## config.mk

```make
export PLATFORM = sky130hd
export DESIGN_NAME = encoder_prio_rr
export DESIGN_NICKNAME = d
export VERILOG_FILES = /design/src/rtl/encoder_prio_rr.sv
export SDC_FILE = /design/constraint.sdc
export NUM_CORES = 1
export LEC_CHECK = 0
export ABC_AREA = 1
export CAP_MARGIN = 10
export CORE_AREA = 2 2 39 41
export DETAILED_ROUTE_END_ITERATION = 7
export DIE_AREA = 0 0 41 43
export DONT_BUFFER_PORTS = 1
export SLEW_MARGIN = 25
export SYNTH_ARGS = -nofsm -noshare
export SYNTH_HDL_FRONTEND = slang
export SYNTH_SLANG_ARGS = --single-unit
export TNS_END_PERCENT = 50
```

## constraint.sdc

```tcl
create_clock -name clk -period 1.8 [get_ports clk]
set_input_delay 0.27 -clock clk [delete_from_list [all_inputs] [get_ports clk]]
set_output_delay 0.27 -clock clk [all_outputs]
set_load 0.1 [all_outputs]
```

## src/rtl/encoder_prio_rr.sv

```systemverilog
// encoder_prio_rr: priority encoder with a one-deep registered output stage.
// MODE 0 grants the highest-index request. MODE 1 grants round-robin from a
// pointer that moves just below the last grant. Valid/ready handshake on both
// sides; the output register refills in the same cycle it is drained.
module encoder_prio_rr #(
   parameter  int N    = 8,
   parameter  int MODE = 0,
   localparam int W    = (N > 2) ? $clog2(N) : 1
) (
   input  logic         clk,
   input  logic         rst_n,
   input  logic [N-1:0] I,
   input  logic         I_valid,
   output logic         I_ready,
   output logic [W-1:0] y,
   output logic         v,
   output logic         y_valid,
   input  logic         y_ready
);

   localparam logic [0:0] EMPTY = 1'b0;
   localparam logic [0:0] FULL  = 1'b1;

   logic [0:0]   state;
   logic [W-1:0] grant;
   logic         any_req;
   logic         in_xfer;
   logic         out_xfer;

   assign y_valid  = (state == FULL);
   // Ready depends only on the output stage, so there is no I_valid -> I_ready path.
   assign I_ready  = !y_valid || y_ready;
   assign in_xfer  = I_valid && I_ready;
   assign out_xfer = y_valid && y_ready;
   assign any_req  = |I;

   generate
      if (MODE == 0) begin : g_fixed
         // Highest set index wins: later loop iterations override earlier ones.
         always_comb begin
            // NOTE: grant gets a default before the loop so no path leaves it
            // unassigned; otherwise a latch would be inferred.
            grant = '0;
            for (int k = 0; k < N; k++) begin
               if (I[k]) grant = W'(k);
            end
         end
      end else begin : g_rr
         logic [W-1:0] ptr;
         logic [W-1:0] idx;
         logic         found;

         // Search downward from ptr with natural W-bit wrap; first hit wins.
         always_comb begin
            grant = '0;
            found = 1'b0;
            idx   = '0;
            for (int k = 0; k < N; k++) begin
               idx = ptr - W'(k);
               if (!found && I[idx]) begin
                  grant = idx;
                  found = 1'b1;
               end
            end
         end

         // Pointer moves to one below the grant, only on an accepted non-empty input.
         always_ff @(posedge clk or negedge rst_n) begin
            if (!rst_n) begin
               ptr <= W'(N - 1);
            end else if (in_xfer && any_req) begin
               ptr <= grant - 1'b1;
            end
         end
      end
   endgenerate

   // Output stage: load on input transfer, drain on output transfer, hold on stall.
   always_ff @(posedge clk or negedge rst_n) begin
      if (!rst_n) begin
         state <= EMPTY;
         y     <= '0;
         v     <= 1'b0;
      end else if (in_xfer) begin
         // NOTE: non-blocking assignments keep every register sampling the
         // pre-edge values, so ordering between flops never matters.
         state <= FULL;
         y     <= grant;
         v     <= any_req;
      end else if (out_xfer) begin
         state <= EMPTY;
      end
   end

endmodule

```

Word-level counts from Yosys, hierarchy flattened
Index checks and enable logic that the tools add are counted.
{ "op_classes": {"mux": 9, "n_reduce_logical": 6} }
{ "op_table": {"columns": ["op", "n"], "rows": [
  ["3-bit 2-to-1 mux", 4],
  ["8-bit OR reduction", 1],
  ["2-bit 2-to-1 mux", 2],
  ["1-bit 2-to-1 mux", 3],
  ["1-bit logical AND", 2],
  ["2-bit nonzero test", 1],
  ["1-bit zero test", 1],
  ["1-bit logical OR", 1]
]} }
{ "totals": {"out_inout_bits": 6, "in_bits": 12, "reg_bits": 5} }

Depth between registers and ports, before layout
{ "depth": {"ltp_word": 7, "ltp_mapped": 7, "mapped_depth_nobuf": 7} }

Worst setup path after synthesis
No wires, ideal clock.
{ "synth_path": {"kind": "reg2reg", "start": "reg state (netlist: y_valid)", "end": "reg v", "path_stages_with_launch": 6, "synth_period_minus_slack_ns": 1.829, "arrival_ns": 1.703, "setup_slack_ns": -0.029, "setup_ns": 0.127, "t_required_ns": 1.673, "cell_sequence": "dfrtp_1 nand2_4 nand2_4 inv_4 nor2_1 a21oi_2"} }
{ "synth_between": {"elab_chain_cells": 3} }
{ "synth_lines": {"columns": ["element", "line_no", "rtl"], "rows": [
  ["start: declaration", "24", "logic [0:0] state;"],
  ["start signal: assignment", "81", "state <= EMPTY;"],
  ["start signal: assignment", "87", "state <= FULL;"],
  ["start signal: assignment", "91", "state <= EMPTY;"],
  ["1-bit zero test", "32", "assign I_ready = !y_valid || y_ready;"],
  ["1-bit logical OR", "32", null],
  ["via I_ready", "14", "output logic I_ready,"],
  ["1-bit logical AND", "33", "assign in_xfer = I_valid && I_ready;"],
  ["end signal: assignment", "89", "v <= any_req;"],
  ["end: declaration", "16", "output logic v,"]
]} }
The timed path passes the listed nets, and every way through them passes these cells.
A chain may end at the register's enable or synchronous reset.

Worst setup path after layout
{ "layout_path": {"start": "reg state (netlist: y_valid)", "end": "out I_ready"} }
{ "layout_between": {"elab_chain_cells": 2} }
{ "layout_lines": {"columns": ["element", "line_no"], "rows": [
  ["1-bit zero test", "32"],
  ["1-bit logical OR", "32"],
  ["end: declaration", "14"]
]} }
No other way between the ends.

==> metrics <==
status complete, no violations; share of cells above drive strength 1 40.4%; Max-Cap Viols 0; initial antenna violation count 0; CP required 1.53 ns; final setup fails 0; Slowest cell on crit path dfrtp_2; syn nets 49; Ys Warns 0; RSZ-0062 raised after global routing no; Placer Congestion 0.707; H-tree levels 1; Pwr per Cell Area 1010 nW/um2; setup TNS 0 ns; post-synth top area cell dfrtp_1; Final #Nets 60; IO Port Bufs 0; Slew Limit Fails 0; CTS clk-pin slew, worst paths 0.04 ns; Slew @ Worst Pin 0.329 ns; highest net fanout along the worst path 3; synth-to-layout area growth 32.2%; Core Region 1380 um2; Comb power frac 35.3%; initial DRC count 1; Clock Power Share 32.6%; Largest stage delay, worst path 0.41 ns; clk root buf clkbuf_4; final global-route overflow total 0; #FFs+latches synth 5; Synth Instances 37; register area share after synthesis 42.4%; Distinct cells, synth 13; Int Pwr 0.234 mW; die area 1760 um2; WL per Instance 9.25 um; drt first pass iters 2; DPL Wire Length 507 um; Gates resized, CTS repair 0; vias per inst 3.78; Yosys top cell area share 42.4%; Max Root-Sink Buffers 2; CP startpoint kind flop; All-Layer GR Usage 8.97%; mapped cell area 295 um2; final period utilization 66.8%; Met1 Wirelength 181 um; DRT antenna net count 0; Die X 41 um; dpl cell area 354 um2; slew margin rel. 78.0%; largest net degree at the start of global routing 6; crit path time final 1.20 ns; die height 43 um; clk sinks 5; synth top area cells dfrtp_1, nand2_1, inv_1; Crit path arrival time 0.93 ns; vias in the first global route 258; crit-path cells nand2_4; Top Layer Used met3; Starting Density 21.3%; Psw 0.161 mW; Worst Skew 0.00267 ns; # hold bufs at CTS 1; Total Power 0.395 mW; Final Hold Viols 0; first-pass GRT wire length 979 um; fin util 28.2%; clk_lat worst skew 0.24 ns; Crit Path Category reg -> out; # IOs 18; post-CTS setup buffers 0; final instance area 390 um2; Sequential Power Share 32.0%; met3 WL post-DR 111 um; DRC violations left 0; Crit path max-delay family flip-flops; WL met2 290 um; CP Buf/Inv Count 0; Sw Ratio 40.9%; peak supply drop 422 uV; cts bufs inserted 3; TritonCTS clock tree yes; worst hold path type in -> reg; Static Leak 0.187 nW; routed vias 238; row count 14; Crit. End Element primary output; diodes inserted 0; syn_area_per_cell 7.98 um2; FMAX 831 MHz; final wirelength 583 um
-- path summary, 6_finish.rpt --
check | startpoint | endpoint | slack (ns) | cells past startpoint
hold / removal | I_valid | y_valid | 0.17 | 2
min in group asynchronous | rst_n | v | 0.32 | 1
setup / recovery | y_valid | I_ready | 0.60 | 1
hold reg to reg | y[2] | y[2] | 0.50 | 2
setup reg to reg | y_valid | y[1] | 0.63 | 6
max in group asynchronous | rst_n | y_valid | 1.27 | 1
-- power groups by stage --
| stage | registers [mW] | clock network (mW) | logic [mW] |
|---|---|---|---|
| floorplan | 0.198 | 0 | 0.0457 |
| global placement | 0.128 | 0 | 0.136 |
| detailed placement | 0.128 | 0 | 0.137 |
| CTS | 0.127 | 0.137 | 0.141 |
| global route | 0.127 | 0.147 | 0.147 |
| finish | 0.127 | 0.129 | 0.140 |
-- cells in the final DEF, fill, tap and decap left out --
cell	synthesis	layout
nor2_2	1	1
dfrtp_2	0	1
dlygate4sd3_1	0	1
nor2_4	1	1
nor2_1	6	6
inv_2	1	1
nand3_2	1	1
buf_4	0	5
inv_4	1	1
nand2_4	2	2
a21oi_2	2	2
inv_1	6	6
clkbuf_4	0	3
dfrtp_1	5	4
nand2_1	9	9
clkbuf_1	0	1
o21ai_2	1	1
nor3_1	1	1
-- metal layers --
| layer | vias up | GRT usage (%) |
|---|---|---|
| met1 | 98 | 7.17 |
| met3 | 0 | 12.6 |
| met5 | - | 0 |
| met4 | 0 | 0 |
| met2 | 13 | 13.4 |
| li1 | 127 | - |
-- synthesized netlist by cell type --
cell     number
nand2_1       9
inv_4         1
nand2_4       2
nand3_2       1
nor2_2        1
inv_2         1
inv_1         6
nor2_1        6
dfrtp_1       5
nor2_4        1
o21ai_2       1
a21oi_2       2
nor3_1        1
-- flip-flops by register name (all words and copies together) (netlist names) --
register	count
y	3
v	1
y_valid	1
-- logic make-up (layout without fill, tap and decap cells) --
group                  after synthesis  after routing  synth area share, %
AOI/OAI and AO/OA                    3              3                 8.90
buffers and inverters                8             18                 11.0
DFF                                  5              5                 42.4
and+or+nand+nor                     21             21                 37.7
-- stage by stage --
stage	std cells	setup slack [ns]	hold WS, ns
final	63	0.597	0.166
after global routing	63	0.559	0.175
after CTS	63	0.584	0.159
after detailed placement	58	0.631	-0.0254
after global placement	58	0.642	-0.0255
after floorplan	37	0.320	-0.0256
-- cell type report --
cell class	count	area, um2
Inverter	8	32.5
Sequential cell	5	126
Fill cell	155	993
Tap cell	16	20.0
Clock buffer	4	26.3
Timing Repair Buffer	6	47.5
Multi-Input combinational cell	24	138
Note: power is estimated with default switching activity, not from simulation.
